===== config.mk =====
export PLATFORM = sky130hd
export DESIGN_NAME = count_store_reader
export DESIGN_NICKNAME = d
export VERILOG_FILES = /design/src/rtl/count_store_reader.sv
export SDC_FILE = /design/constraint.sdc
export NUM_CORES = 1
export LEC_CHECK = 0
export CORE_ASPECT_RATIO = 1.1
export CORE_UTILIZATION = 35
export DETAILED_ROUTE_END_ITERATION = 7
export GPL_TIMING_DRIVEN = 0
export MAX_ROUTING_LAYER = met4
export PLACE_DENSITY = 0.62
export SLEW_MARGIN = 20
export SYNTH_ARGS = -nofsm -noshare
export SYNTH_HDL_FRONTEND = slang
export SYNTH_SLANG_ARGS = --single-unit

===== constraint.sdc =====
create_clock -name newclk_k -period 2.6 [get_ports newclk_k]
set_input_delay 0.65 -clock newclk_k [delete_from_list [all_inputs] [get_ports newclk_k]]
set_output_delay 0.65 -clock newclk_k [all_outputs]
set_load 0.03 [all_outputs]

===== src/rtl/count_store_reader.sv =====
// count_store_reader: buffers captured count values in a small FIFO and
// hands them one at a time to a downstream consumer over valid/ready.
// The output register holds the presented word; count excludes it.
`timescale 1ns/1ps
module count_store_reader #(
    parameter int DATA_W = 8,
    parameter int DEPTH  = 8,
    parameter int ADDR_W = 3
) (
    input  logic              newclk_k,
    input  logic              rst_n,
    input  logic              wr_en,
    input  logic [DATA_W-1:0] wr_data,
    input  logic              rd_ready,
    output logic              rd_valid,
    output logic [DATA_W-1:0] rd_data,
    output logic [ADDR_W:0]   count,
    output logic              full,
    output logic              empty,
    output logic              overflow,
    input  logic              clr_ovf
);

    localparam logic [ADDR_W:0] DEPTH_C = (ADDR_W+1)'(DEPTH);

    typedef enum logic {
        IDLE,
        PRESENT
    } state_t;

    state_t              state_q, state_d;
    logic [ADDR_W-1:0]   wptr_q, wptr_d;
    logic [ADDR_W-1:0]   rptr_q, rptr_d;
    logic [ADDR_W:0]     count_q, count_d;
    logic                rd_valid_q, rd_valid_d;
    logic [DATA_W-1:0]   rd_data_q, rd_data_d;
    logic                ovf_q, ovf_d;
    logic [DATA_W-1:0]   mem_q [DEPTH];

    logic                full_w;
    logic                push;
    logic                drop;
    logic                load;

    // Full is taken from the registered count, so a pop in the same cycle
    // does not make room for a write that arrives while full.
    assign full_w = (count_q == DEPTH_C);
    assign push   = wr_en && !full_w;
    assign drop   = wr_en && full_w;

    // FIFO storage: data only, never reset.
    always_ff @(posedge newclk_k) begin
        if (push) begin
            mem_q[wptr_q] <= wr_data;
        end
    end

    // Read FSM: decides when the output register loads from the FIFO.
    always_comb begin
        state_d    = state_q;
        rd_valid_d = rd_valid_q;
        rd_data_d  = rd_data_q;
        rptr_d     = rptr_q;
        load       = 1'b0;
        case (state_q)
            IDLE: begin
                if (count_q != '0) begin
                    load       = 1'b1;
                    rd_data_d  = mem_q[rptr_q];
                    rptr_d     = rptr_q + ADDR_W'(1);
                    rd_valid_d = 1'b1;
                    state_d    = PRESENT;
                end
            end
            PRESENT: begin
                if (rd_ready) begin
                    if (count_q != '0) begin
                        // Back-to-back reload keeps one word per cycle.
                        load       = 1'b1;
                        rd_data_d  = mem_q[rptr_q];
                        rptr_d     = rptr_q + ADDR_W'(1);
                    end else begin
                        // rd_data keeps its last value once the buffer drains.
                        rd_valid_d = 1'b0;
                        state_d    = IDLE;
                    end
                end
            end
            default: begin
                state_d    = IDLE;
                rd_valid_d = 1'b0;
            end
        endcase
    end

    // Write pointer, occupancy and sticky overflow (set beats clear).
    always_comb begin
        wptr_d  = push ? (wptr_q + ADDR_W'(1)) : wptr_q;
        count_d = count_q;
        case ({push, load})
            2'b10:   count_d = count_q + (ADDR_W+1)'(1);
            2'b01:   count_d = count_q - (ADDR_W+1)'(1);
            default: count_d = count_q;
        endcase
        if (drop) begin
            ovf_d = 1'b1;
        end else if (clr_ovf) begin
            ovf_d = 1'b0;
        end else begin
            ovf_d = ovf_q;
        end
    end

    // State registers with asynchronous active-low reset.
    always_ff @(posedge newclk_k or negedge rst_n) begin
        if (!rst_n) begin
            state_q    <= IDLE;
            wptr_q     <= '0;
            rptr_q     <= '0;
            count_q    <= '0;
            rd_valid_q <= 1'b0;
            rd_data_q  <= '0;
            ovf_q      <= 1'b0;
        end else begin
            state_q    <= state_d;
            wptr_q     <= wptr_d;
            rptr_q     <= rptr_d;
            count_q    <= count_d;
            rd_valid_q <= rd_valid_d;
            rd_data_q  <= rd_data_d;
            ovf_q      <= ovf_d;
        end
    end

    assign rd_valid = rd_valid_q;
    assign rd_data  = rd_data_q;
    assign count    = count_q;
    assign full     = full_w;
    assign empty    = (count_q == '0);
    assign overflow = ovf_q;

endmodule


-- Yosys cells after proc, flatten, opt, wreduce, memory -nomap -nowiden
Memories as Yosys holds them, arrays and structs flattened.
Index checks and enable logic that the tools add are counted.
- flip-flop bits (word level): 21
- bits in latches: 0
- memory bits (writable): 64
- ROM bits: 0
- input port bits: 13
- output and inout bits: 16
- logic and storage cells: 47
- memories kept: 1
- memories (name ; words ; bits a word ; rd ports ; clocked after Yosys merged registers in ; wr ports ; RTL line ; source):
    mem_q ; 8 ; 8 ; 1 ; 0 ; 1 ; 38 ; logic [DATA_W-1:0] mem_q [DEPTH];
- add/subtract/negate cells: 4
- multipliers: 0
- div/mod/pow operators: 0
- $lt $le $gt $ge: 0
- equality and inequality tests: 6
- shifts and indexed selects: 0
- mux-type cells: 20
- bitwise gates (word level): 1
- reductions and logical operators: 8
- operators by type and width (cell ; number):
    $mux W8 ; 2
    $pmux W8 S2 ; 1
    $mux W1 ; 10
    $pmux W4 S2 ; 1
    $add A3 B1 Y3 const B ; 2
    $mux W3 ; 2
    $ne A2 B2 Y1 const B ; 3
    $pmux W1 S2 ; 3
    $pmux W3 S2 ; 1
    $add A4 B1 Y4 const B ; 1
    $eq A4 B4 Y1 const B ; 1
    $logic_not A4 Y1 ; 1
    $reduce_bool A2 Y1 ; 2
    $reduce_bool A4 Y1 ; 1
    $sub A4 B1 Y4 const B ; 1
    $reduce_and A3 Y1 ; 1
    $eq A2 B1 Y1 const B ; 1
    $eq A2 B2 Y1 const B ; 1
    $logic_and A1 B1 Y1 ; 2
    $logic_not A1 Y1 ; 1
    $not A1 Y1 ; 1

-- Depth between registers and ports, before layout
Gate-level depths: netlist (run 1).
- depth in word-level cells: 6
- depth in mapped cells: 10
- depth with buffers taken out: 10

-- Least setup slack after synthesis (run 1)
No wires, ideal clock.
- path kind: reg-to-reg
- from: reg count_q[1], in the netlist count[1]
- to: reg count_q[2], in the netlist count[2]
- setup time: 0.143 ns
- arrival: 2.723 ns
- slack: -0.267 ns
- cell stages (with the launch flop): 11
- buffers on the path: 0
- cell sequence: dfrtp_1 -> nor4b_2 -> nor2b_1 -> inv_1 -> ha_1 -> xor2_1 -> ha_1 -> a21oi_1 -> xor2_1 -> nor2_1 -> xor2_1
- elaborated cells between the ends (all ways): 13
- classes of those cells: add/sub: 2; eq/ne: 3; mux: 4; reduce/logical: 4
- RTL lines (what ; RTL line ; source):
    from (decl) ; 34 ; logic [ADDR_W:0] count_q, count_d;
    from (signal assigned) ; 128 ; count_q <= count_d;
    $eq A4 B4 Y1 * ; 47 ; assign full_w = (count_q == DEPTH_C);
    net full ; 18 ; output logic full,
    $logic_not A1 Y1 * ; 48 ; assign push = wr_en && !full_w;
    $logic_and A1 B1 Y1 * ; 48 ;
    $eq A2 B1 Y1 / $eq A2 B2 Y1 (equally long branches) ; 100 ; case ({push, load})
    $pmux W4 S2 / $reduce_bool A2 Y1 (equally long branches) ; -- ;
Mark *: on every way through the listed nets, which the timed path passes. The rest lies on a longest branch.
A chain may end at the register's enable or synchronous reset.

-- Worst setup path after layout (run 1)
- from: in wr_en
- to: mem mem_q[4][0] (enable)
- word-level cells in the longest chain between the ends: 3
- RTL lines (what ; RTL line ; source):
    from (decl) ; 12 ; input logic wr_en,
    $logic_and A1 B1 Y1 ; 48 ;
    $mux W1 ; 53 ; if (push) begin
    $mux W1 (implied by the code) ; 54 ; mem_q[wptr_q] <= wr_data;
    to (decl) ; 38 ;
No other way between the ends.

==> key figures, run 1 <==
Synthesis
  – Synthesized instance count: around 230
  – Leading area contributor after synthesis: edfxtp_1
  – Syn Std Cell Area: 0.00347 sq mm
  – Yosys warning count: 0
  – Yosys cell types: 31
  – #FFs+latches synth: 85
  – Syn Nets: 247
  – Dominant cells by area after synthesis: edfxtp_1 (55%), dfrtp_1 (15%), mux2i_1 (9.2%)
  – Register area share after synthesis: 70.5%
  – Area share of the largest cell type after synthesis: 55.4%
  – Post-synthesis average cell area: 15.2 sq um

Timing
  – Max Slew Vio Count: 0
  – Final setup viols: 0
  – Fmax: roughly 410 MHz
  – Fin crit period: approximately 2.4 ns
  – Worst slew pin tran: a little under 1 ns
  – Final Hold Viols: 0
  – Hold Worst Slack: around 0.24 ns
  – Rel. slew slack: 34.4%
  – RSZ-0062 raised after global routing: false
  – Setup TNS: 0 ns
  – Crit share post-route: just over 90%
  – Worst Skew: approximately 0.0092 ns

Detailed routing
  – Final wirelength: 6.42 mm
  – Final ANT Viol Nets: 0
  – Routed vias/inst: a little under 5
  – Initial DRC count: 97
  – DRC: 0
  – Drt first pass iters: 4
  – Drt wl/cell: 16.5 um
  – Routed vias: 1,883

Layout
  – Nets: between 200 and 300
  – Inserted Diodes: 0
  – Most frequent cells in the layout: edfxtp_1 (64), mux2i_1 (32), clkdlybuf4s50_1 (25), dfrtp_1 (19), a22oi_1 (16)
  – Leading cell type in the layout, fill and taps excluded: edfxtp_1
  – Share of layout cells above drive strength 1: about an eighth
  – Area grow syn2layout: 18.9%
  – Final std cells w/o fill: about 400

Global routing
  – GRT met2 Usage: a little over a fifth
  – Initial antenna violation count: 0
  – GRT met1 Usage: 17.0%
  – Global-route wire length before repair: 10.1 mm
  – Largest net degree at the start of global routing: 22
  – GRT Util Overall: 13.8%
  – Gr ovfl total: 0
  – Global route hottest layer: met2
  – Vias in the first global route: 1,900
  – GRT met3 Usage: about 2.8%

Floorplan
  – Num rows: 37
  – Die Span Y: 106 um
  – DIE AREA: roughly 0.010 sq mm
  – Starting Density: about 37%
  – I/O pin count: 29
  – Die X-Extent: 96.9 um
  – Core Box Area: 0.00949 sq mm

Critical path
  – Crit end category: flip-flop
  – Cells on worst reg2reg path: 8
  – Critical path's slowest cell: nor2_1
  – Startpoint types: primary input
  – CP peak stage delay: slightly below 0.8 ns
  – Crit path DAT: between 2 and 2.5 ns
  – Cell Chain, Critical Path: clkdlybuf4s50_1, nor2b_1, nand2b_1, nor2_1
  – WP data required: 2.59 ns
  – CP Depth: 4
  – Crit path kind: in -> reg
  – CP Max Fanout: 8
  – CP Buf/Inv Count: 1
  – Top delay family on crit path: simple AND/OR/NAND/NOR gates

Clock network
  – CTS Buf Count: 9
  – CTS root buf: clkbuf_8
  – CTS H-tree lvls: 3
  – CTS tree: done
  – Clock latency on the worst-skew pair: 0.36 ns
  – Clock-pin slew on the worst setup and hold paths: roughly 0.10 ns
  – Sink Count: 85
  – Clk buf depth: 2
  – Post-CTS setup buffers: 0

Power and ir drop
  – P per Cell Area: between 1000 and 1500 mW/mm^2
  – Peak VDD IR: approximately 440 uV
  – LEAKAGE: around 1.5 nW

Flow run
  – Max_cap viols: 0

Placement
  – Hpwl dp: slightly above 4 mm
  – Placer Congestion: between 0.7 and 0.8
  – Placed cells: 374
  – Port Buffer Count: 28

Hold path
  – Hold crit path type: in -> async

Run status
  – Status: finished clean
-- synthesized netlist by cell type, drive strengths merged --
cell	number
nand2	10
nor2	9
nand3b	1
a2111oi	1
ha	5
and2	1
buf	8
xor2	4
mux2i	32
xnor2	4
nand3	9
nor4	2
edfxtp	64
a21oi	4
mux2	2
a22oi	16
nor4b	2
nor3	3
inv	13
dfrtp	21
nor2b	3
o21ai	10
clkbuf	1
nand2b	4
-- cell families (layout without fill, tap and decap cells) --
| kind of cell | after synthesis | in the layout | share of synthesized area (%) |
|---|---|---|---|
| flops | 85 | 85 | 70.5 |
| simple gates | 44 | 44 | 6.92 |
| mux | 34 | 34 | 9.99 |
| compound gates | 31 | 31 | 5.84 |
| buf+inv | 22 | 66 | 2.88 |
| xor+xnor | 8 | 8 | 2.02 |
| fa+ha+maj | 5 | 5 | 1.80 |
-- stage by stage --
| step | setup WS (ns) | power (mW) | instance area (sq um) | util (%) |
|---|---|---|---|---|
| final | 0.175 | 4.71 | 4120 | 43.5 |
| after global routing | 0.0249 | 4.98 | 4120 | 43.5 |
| after CTS | 0.0971 | 4.76 | 4130 | 43.5 |
| after detailed placement | -0.285 | 3.79 | 3920 | 41.3 |
| after global placement | -0.547 | 3.75 | 3910 | 41.2 |
| after floorplan | 0.00696 | 3.18 | 3480 | - |
-- layout make-up --
cell class                 count  area, sq um
buffer                         9         52.6
clock buffer                   9          124
clock inverter                 7         86.3
fill                         832         5370
inverter                      13         48.8
multi-input combinational    122          943
sequential                    85         2450
tap                          117          146
timing repair buffer          28          273
-- routing by layer --
| metal | part of all wire, % | vias to the layer above | wire, um |
|---|---|---|---|
| met4 | 1.7 | 0 | 109 |
| met5 | 0 | - | 0 |
| met2 | 48 | 41 | 3100 |
| met3 | 3.4 | 7 | 220 |
| li1 | - | 929 | - |
| met1 | 47 | 906 | 2990 |
-- timing repair --
| action | in CTS | in global routing |
|---|---|---|
| pin swaps | 0 | 0 |
| resized for setup | 2 | 2 |
| endpoints found under the setup margin | 2 | 1 |
| hold endpoints to repair | 0 | 0 |
| hold buffers | 0 | 0 |
-- worst reg2reg max path, cell delays in order (launching register included) --
cell,delay (ns)
dfrtp_2,0.49
nor4_4,0.40
a21oi_2,0.07
buf_2,0.20
ha_1,0.25
nand3b_1,0.16
a2111oi_0,0.38
nor3_1,0.14
xnor2_1,0.14
-- registers in the layout, indices dropped and copies added (netlist names) --
signal and flops:
wptr_q 3, rptr_q 3, count 4, rd_valid 1, mem_q 64, state_q 1, rd_data 8, overflow 1
-- where the power goes --
| part | internal (mW) | switching [mW] | total, mW |
|---|---|---|---|
| combinational | 0.724 | 1.00 | 1.73 |
| clock | 0.467 | 0.518 | 0.986 |
| sequential | 1.78 | 0.214 | 2.00 |
| total | 2.98 | 1.74 | 4.71 |
-- final timing paths --
kind	endpoint	slack (ns)	from
setup / recovery	mem_q[4][0]	0.18	wr_en
hold / removal	rd_data[4]	0.24	rst_n
setup reg to reg	count[3]	0.26	count[2]
hold reg to reg	rptr_q[2]	0.54	rptr_q[2]
max in group asynchronous	count[2]	2.00	rst_n
min in group newclk_k	rptr_q[2]	0.54	rptr_q[2]
Power figures use the tool's default switching activity.
==> run 2: changes to the inputs <==
--- a/config.mk
+++ b/config.mk
@@ -9,6 +9,7 @@
 export CORE_UTILIZATION = 35
 export DETAILED_ROUTE_END_ITERATION = 7
 export GPL_TIMING_DRIVEN = 0
+export HOLD_SLACK_MARGIN = 0.1
 export MAX_ROUTING_LAYER = met4
 export PLACE_DENSITY = 0.62
 export SLEW_MARGIN = 20
==> results of run 2 <==
No change in the layout: final DEF, timing and power equal those of run 1.
